==> src/rtl/pipe_addsub_if.sv <==
// pipe_addsub_if: operand/result bundle for the pipelined adder/subtractor.
//
// Build option: PIPE_ADDSUB_OVF_EN adds the signed-overflow flag V.
//
// Signals
//   I0, I1     operand A / operand B (WIDTH bits)
//   CIN        carry-in (add) / borrow-in (subtract)
//   SUB        0 = add, 1 = subtract
//   VALID_IN   operands valid this cycle
//   HOLD       1 = freeze the whole pipeline
//   O          result (WIDTH bits)
//   COUT       carry-out (add) / borrow-out (subtract)
//   VALID_OUT  O/COUT valid
//   V          signed overflow (only with PIPE_ADDSUB_OVF_EN)
//
// Modports
//   master  operand source / result consumer
//   slave   the arithmetic pipeline
interface pipe_addsub_if #(
    parameter int unsigned WIDTH = 8
);
    logic [WIDTH-1:0] I0;
    logic [WIDTH-1:0] I1;
    logic             CIN;
    logic             SUB;
    logic             VALID_IN;
    logic             HOLD;
    logic [WIDTH-1:0] O;
    logic             COUT;
    logic             VALID_OUT;
`ifdef PIPE_ADDSUB_OVF_EN
    logic             V;
`endif

`ifdef PIPE_ADDSUB_OVF_EN
    modport master (
        output I0, I1, CIN, SUB, VALID_IN, HOLD,
        input  O, COUT, VALID_OUT, V
    );

    modport slave (
        input  I0, I1, CIN, SUB, VALID_IN, HOLD,
        output O, COUT, VALID_OUT, V
    );
`else
    modport master (
        output I0, I1, CIN, SUB, VALID_IN, HOLD,
        input  O, COUT, VALID_OUT
    );

    modport slave (
        input  I0, I1, CIN, SUB, VALID_IN, HOLD,
        output O, COUT, VALID_OUT
    );
`endif
endinterface

==> src/rtl/pipe_addsub.sv <==
// pipe_addsub: pipelined WIDTH-bit adder/subtractor for iCE40.
//
// The carry chain is cut into STAGES segments of SEG = WIDTH/STAGES bits. Each segment is a
// ripple of per-bit full-adder slices (carry = majority, the SB_CARRY function; sum = 3-input
// XOR in the slice LUT). The carry out of each segment is registered and consumed by the next
// segment one cycle later, so latency is STAGES cycles and throughput is one operation per
// cycle. Operand bits still waiting for their segment, finished result bits, SUB and VALID all
// travel through the same register stages, so a transaction leaves the pipe as one word.
//
// Subtract is done as A + ~B + ~CIN; the final chain carry is inverted to report a borrow.
//
// Build option: define PIPE_ADDSUB_OVF_EN to add the registered signed-overflow output V.
//
// Parameters
//   WIDTH   operand/result width, >= 1
//   STAGES  pipeline segments = latency in cycles, 1..WIDTH, must divide WIDTH
//
// Ports
//   CLKIN   clock, all registers on the rising edge
//   RESET   asynchronous active-high reset, clears every pipeline register
//   bus     pipe_addsub_if.slave: I0, I1, CIN, SUB, VALID_IN, HOLD in;
//           O, COUT, VALID_OUT (and V) out
module pipe_addsub #(
    parameter int unsigned WIDTH  = 8,
    parameter int unsigned STAGES = 2
) (
    input logic         CLKIN,
    input logic         RESET,
    pipe_addsub_if.slave bus
);

    // Bad parameters stop elaboration instead of building a wrong pipe.
    if (STAGES < 1 || STAGES > WIDTH) begin : g_bad_stages
        $error("pipe_addsub: STAGES must be in 1..WIDTH");
    end else if ((WIDTH % STAGES) != 0) begin : g_bad_split
        $error("pipe_addsub: WIDTH must be a multiple of STAGES");
    end

    localparam int unsigned SEG  = (STAGES == 0) ? 1 : WIDTH / STAGES;
    localparam int unsigned LAST = (STAGES == 0) ? 0 : STAGES - 1;
    localparam int unsigned MSB  = WIDTH - 1;

    // ------------------------------------------------------------------------------------------
    // Pipeline registers. Entry k holds the transaction after segment k has been added.
    // a_q/b_q keep the full operand word; bits of segments already done are simply not read
    // again and the last entry only exists to keep the indexing uniform.
    // b_q holds the operand after the subtract inversion.
    // ------------------------------------------------------------------------------------------
    logic [WIDTH-1:0] a_q   [STAGES];
    logic [WIDTH-1:0] b_q   [STAGES];
    logic [WIDTH-1:0] s_q   [STAGES];
    logic             c_q   [STAGES];
    logic             sub_q [STAGES];
    logic             vld_q [STAGES];

    // Inputs to segment k: stage 0 is fed from the ports, later stages from entry k-1.
    logic [WIDTH-1:0] a_in   [STAGES];
    logic [WIDTH-1:0] b_in   [STAGES];
    logic [WIDTH-1:0] s_in   [STAGES];
    logic             c_in   [STAGES];
    logic             sub_in [STAGES];
    logic             vld_in [STAGES];

    // Segment results, loaded into entry k on the next non-held edge.
    logic [WIDTH-1:0] s_d [STAGES];
    logic             c_d [STAGES];

    // ------------------------------------------------------------------------------------------
    // Segment input selection
    // ------------------------------------------------------------------------------------------
    always_comb begin
        // Stage 0: conditional inversion for subtract happens once, at entry.
        a_in[0]   = bus.I0;
        b_in[0]   = bus.SUB ? ~bus.I1 : bus.I1;
        s_in[0]   = '0;
        c_in[0]   = bus.SUB ? ~bus.CIN : bus.CIN;
        sub_in[0] = bus.SUB;
        vld_in[0] = bus.VALID_IN;

        for (int k = 1; k < STAGES; k++) begin
            a_in[k]   = a_q[k-1];
            b_in[k]   = b_q[k-1];
            s_in[k]   = s_q[k-1];
            c_in[k]   = c_q[k-1];
            sub_in[k] = sub_q[k-1];
            vld_in[k] = vld_q[k-1];
        end
    end

    // ------------------------------------------------------------------------------------------
    // Carry chain: segment k ripples through bits [k*SEG +: SEG] starting from c_in[k].
    // Each bit is one full-adder slice: carry is the SB_CARRY majority function, sum the LUT.
    // Result bits outside the segment pass through unchanged.
    // ------------------------------------------------------------------------------------------
    always_comb begin : carry_chain
        logic c;
        c = 1'b0;
        for (int k = 0; k < STAGES; k++) begin
            s_d[k] = s_in[k];
            c      = c_in[k];
            for (int j = 0; j < SEG; j++) begin
                s_d[k][k*SEG+j] = a_in[k][k*SEG+j] ^ b_in[k][k*SEG+j] ^ c;
                c = (a_in[k][k*SEG+j] & b_in[k][k*SEG+j]) |
                    (c & (a_in[k][k*SEG+j] ^ b_in[k][k*SEG+j]));
            end
            c_d[k] = c;
        end
    end

    // ------------------------------------------------------------------------------------------
    // Pipeline state. HOLD freezes everything including the valid bits; RESET overrides HOLD.
    // ------------------------------------------------------------------------------------------
    always_ff @(posedge CLKIN or posedge RESET) begin
        if (RESET) begin
            for (int k = 0; k < STAGES; k++) begin
                a_q[k]   <= '0;
                b_q[k]   <= '0;
                s_q[k]   <= '0;
                c_q[k]   <= 1'b0;
                sub_q[k] <= 1'b0;
                vld_q[k] <= 1'b0;
            end
        end else if (!bus.HOLD) begin
            // Data loads regardless of VALID_IN; only the valid bit tells the consumer.
            for (int k = 0; k < STAGES; k++) begin
                a_q[k]   <= a_in[k];
                b_q[k]   <= b_in[k];
                s_q[k]   <= s_d[k];
                c_q[k]   <= c_d[k];
                sub_q[k] <= sub_in[k];
                vld_q[k] <= vld_in[k];
            end
        end
    end

    // ------------------------------------------------------------------------------------------
    // Outputs. c_q and sub_q are both cleared by reset, so COUT resets to 0 as well.
    // In subtract mode a missing chain carry means a borrow.
    // ------------------------------------------------------------------------------------------
    assign bus.O         = s_q[LAST];
    assign bus.COUT      = c_q[LAST] ^ sub_q[LAST];
    assign bus.VALID_OUT = vld_q[LAST];

`ifdef PIPE_ADDSUB_OVF_EN
    // Signed overflow = carry into MSB xor carry out of MSB, taken on the raw chain (before the
    // borrow inversion). The MSB lives in the last segment; its carry-in is recovered from the
    // sum bit as sum ^ a ^ b.
    logic v_d;
    logic v_q;

    always_comb begin
        v_d = s_d[LAST][MSB] ^ a_in[LAST][MSB] ^ b_in[LAST][MSB] ^ c_d[LAST];
    end

    always_ff @(posedge CLKIN or posedge RESET) begin
        if (RESET) begin
            v_q <= 1'b0;
        end else if (!bus.HOLD) begin
            v_q <= v_d;
        end
    end

    assign bus.V = v_q;
`endif

endmodule

==> src/flat_wrapper.sv <==
// flat-port wrapper written by rule: the top's interface ports become plain ports
module pipe_addsub_flat 
#(
    parameter int unsigned WIDTH  = 8,
    parameter int unsigned STAGES = 2
)
  (CLKIN, RESET, bus_I0, bus_I1, bus_CIN, bus_SUB, bus_VALID_IN, bus_HOLD, bus_O, bus_COUT, bus_VALID_OUT);
  pipe_addsub_if #(.WIDTH(WIDTH)) bus_i ();
  input logic CLKIN;
  input logic RESET;
  input wire logic [$bits(bus_i.I0)-1:0] bus_I0;
  input wire logic [$bits(bus_i.I1)-1:0] bus_I1;
  input wire logic [$bits(bus_i.CIN)-1:0] bus_CIN;
  input wire logic [$bits(bus_i.SUB)-1:0] bus_SUB;
  input wire logic [$bits(bus_i.VALID_IN)-1:0] bus_VALID_IN;
  input wire logic [$bits(bus_i.HOLD)-1:0] bus_HOLD;
  output wire logic [$bits(bus_i.O)-1:0] bus_O;
  output wire logic [$bits(bus_i.COUT)-1:0] bus_COUT;
  output wire logic [$bits(bus_i.VALID_OUT)-1:0] bus_VALID_OUT;
  assign bus_i.I0 = bus_I0;
  assign bus_i.I1 = bus_I1;
  assign bus_i.CIN = bus_CIN;
  assign bus_i.SUB = bus_SUB;
  assign bus_i.VALID_IN = bus_VALID_IN;
  assign bus_i.HOLD = bus_HOLD;
  assign bus_O = bus_i.O;
  assign bus_COUT = bus_i.COUT;
  assign bus_VALID_OUT = bus_i.VALID_OUT;
  pipe_addsub #(.WIDTH(WIDTH), .STAGES(STAGES)) u_core (.CLKIN(CLKIN), .RESET(RESET), .bus(bus_i));
endmodule
==> config.mk <==
export PLATFORM = sky130hd
export DESIGN_NAME = pipe_addsub_flat
export DESIGN_NICKNAME = d
export VERILOG_FILES = /design/src/rtl/pipe_addsub_if.sv /design/src/rtl/pipe_addsub.sv /design/src/flat_wrapper.sv
export SDC_FILE = /design/constraint.sdc
export NUM_CORES = 1
export LEC_CHECK = 0
export ABC_AREA = 1
export CAP_MARGIN = 20
export CORE_MARGIN = 1
export CORE_UTILIZATION = 43
export DETAILED_ROUTE_END_ITERATION = 8
export PLACE_DENSITY_LB_ADDON = 0.15
export SLEW_MARGIN = 20
export SYNTH_ARGS = -nofsm -noshare
export SYNTH_HDL_FRONTEND = slang
export SYNTH_SLANG_ARGS = --single-unit
==> constraint.sdc <==
create_clock -name CLKIN -period 1.95 [get_ports CLKIN]
set_clock_uncertainty 0.05 [all_clocks]
set_input_delay 0.39 -clock CLKIN [delete_from_list [all_inputs] [get_ports CLKIN]]
set_output_delay 0.39 -clock CLKIN [all_outputs]
set_load 0.05 [all_outputs]
==> results of run 1 <==
## through the flow
step | hold WS [ps] | setup TNS, ps | cell area (µm²) | setup WS, ps
after floorplan | 380 | -552 | 1320 | -336
after global placement | 408 | -2580 | 1630 | -883
after detailed placement | 407 | -2800 | 1630 | -934
after CTS | 387 | -351 | 1670 | -178
after global routing | 425 | -384 | 1710 | -248
final | 370 | -199 | 1710 | -155
## final timing paths
path / startpoint / to / cells after the start
worst max-delay path: u_core.b_in[4] / u_core.bus.O[7] / 8
worst min-delay path: RESET / u_core.a_in[7] / 3
worst max register to register: u_core.b_in[4] / u_core.bus.O[7] / 8
worst min register to register: u_core.s_d[1] / u_core.bus.O[1] / 2
max in group asynchronous: RESET / u_core.c_q[0] / 3
min in group CLKIN: u_core.s_d[1] / u_core.bus.O[1] / 2
## worst max-delay path: stages (launching register included)
cell	delay, ps
dfrtp_1	420
inv_2	70
fa_2	190
inv_2	40
fa_2	350
fa_2	350
inv_2	60
fa_1	400
o21ai_1	120
## cell families after synthesis
group / share of synthesized area
flops: 0.510
compound gates: 0.0510
buf+inv: 0.0913
xor+xnor: 0.0412
fa+ha+maj: 0.126
simple gates: 0.181
## flip-flops by register name, summed over array words and instances, names as in the netlist
name / flops
u_core.bus.O: 8
u_core.a_in: 4
u_core.b_in: 4
u_core.s_d: 4
u_core.bus.VALID_OUT: 1
u_core.c_in: 1
u_core.c_q: 1
u_core.sub_in: 1
u_core.sub_q: 1
u_core.vld_in: 1
## routing by layer
layer	up-vias	track usage	share of wire
met5	-	0	0
met4	0	0.0523	0.015
met3	5	0.0276	0.036
met2	22	0.252	0.50
met1	449	0.197	0.45
li1	477	-	-
## what timing repair did
item                       in CTS  in global routing
setup buffers                   1                  0
resized for setup              20                 12
setup endpoints to repair       6                  9
pin swaps                       6                  6
hold endpoints to repair        0                  0
hold buffers                    0                  0
## area by class of cell
| type | count | area [µm²] | area share |
|---|---|---|---|
| multi-input cells | 87 | 557 | 0.325 |
| inverters | 20 | 75.1 | 0.0439 |
| well taps | 31 | 38.8 | 0.0227 |
| flip-flops and latches | 26 | 651 | 0.380 |
| repair buffers | 36 | 354 | 0.207 |
| clock buffers | 4 | 36.3 | 0.0212 |
## power breakdown
part / switching, mW / internal (mW) / leakage [nW]
sequential: 0.0501 / 0.631 / 0.318
combinational: 0.340 / 0.204 / 0.586
clock: 0.157 / 0.114 / 0.0210
total: 0.547 / 0.948 / 0.926
## layout by cell type (no fill, tap or decap)
| cell | netlist | final |
|---|---|---|
| buf_2 | 3 | 1 |
| buf_4 | 2 | 9 |
| buf_6 | 1 | 1 |
| buf_8 | 0 | 1 |
| clkbuf_4 | 0 | 3 |
| clkbuf_8 | 0 | 1 |
| clkdlybuf4s50_1 | 0 | 15 |
| dfrtp_1 | 26 | 26 |
| dlygate4sd2_1 | 0 | 2 |
| dlymetal6s2s_1 | 0 | 7 |
| fa_1 | 8 | 2 |
| fa_2 | 0 | 6 |
| inv_1 | 19 | 12 |
| inv_2 | 1 | 8 |
| nand2_1 | 56 | 56 |
| nand3_1 | 4 | 4 |
| o21ai_0 | 11 | 10 |
| o21ai_1 | 2 | 3 |
| xnor2_1 | 2 | 1 |
| xnor2_2 | 0 | 1 |
| xor2_1 | 4 | 2 |
| xor2_2 | 0 | 1 |
| xor2_4 | 0 | 1 |
==> results.cfg, run 1 <==
[pwr]
leakagePower_nw = 0.926
power_mw = 1.49
ir_drop_v = 0.000549
cellPowerDensity_nw_per_um2 = 873

[synthesis]
netlist_instances = 139
synth_top_area_frac = 0.510
synthTopCellsByArea = dfrtp_1 51%, nand2_1 16%, fa_1 13%
avgSynthCellArea_um2 = 9.17
netlist-cell-type-count = 13
synth-seq-cells = 26
yosys.area.top_type = dfrtp_1
synthFlopType = dfrtp_1
synth_nets = 169
yosysWarningCount = 0
synth_common_cells = 56 x nand2_1, 26 x dfrtp_1, 19 x inv_1, 11 x o21ai_0, 8 x fa_1
yosysSeqAreaShare = 0.510
synth_area_um2 = 1270
yosysMostFrequentCell = nand2_1
synth_edf_count = 0
ys_async_sr_fraction = 1.00

[status]
status = finished, violations left
failed_checks = negative setup slack

[global_routing]
grt_pass1_wl_um = 3720
grt_overflow = 0
grt_max_degree = 30
grt_usage = 0.151
antenna_found_initial = 0
grt_pass1_vias = 897

[sta]
setup_ws_ps = -155
fmaxAchievable_mhz = 475
final-setup-viol-count = 2
relSlewSlack = 0.663
worst_slew_pin_slew_ps = 505
grt_setup_unrepaired = yes
slew_violations = 0
finalCritPeriodShare = 1.08
period_needed_ps = 2110
hold_viol_final = 0

[die]
initial_utilization = 0.458
die_area_um2 = 3190
die_x_um = 56.5
die_h_um = 56.5
core-area_um2 = 2780
io_pins = 32
placementRows = 19

[clock_tree]
clock_latency_ps = 320
cts-root-buf = clkbuf_4
clockBufferDepth = 2
h-tree-depth = 1
cts-buffers-inserted = 3
cts_tree = done
clock_sinks = 26
clkTransAtPathRegs_ps = 140

[detailed_routing]
vias = 953
antenna_left = 0
drt_iter0_drc = 20
routed_wl_um = 2260
viasPerCell = 4.67
wl_per_cell_um = 11.1
drtPass1Iterations = 4
drcViolationCount = 0

[layout]
fillers = 242
antenna-diode-count = 0
layoutNonFillerInstCount = 204
nets = 204
area_growth_syn_to_layout_pct = 34.2
post-route-util = 0.615
drive_gt1_frac = 0.191

[placement]
hpwl_um = 1720
dp.cells = 199
portBuffers = 31
place.gp.congestion = 0.777

[critical_path]
cp-start-kind = flip-flop
path_class = flip-flop to flip-flop
cp.required_ps = 2160
ff2ff_setup_slack_ps = -160
crit_path_end_kind = flip-flop
worst_ep_arrival_time_ps = 2320
path_max_fanout = 2

[job]
cap_violations = 0

[hold_path]
holdCritPathClass = input pin to asynchronous set/reset pin
Power figures use the tool's default switching activity.
==> run 2: changes to the inputs <==
- SLEW_MARGIN: 20 -> 5
==> results of run 2 <==
Final layout, timing and power as in run 1 (identical DEF).
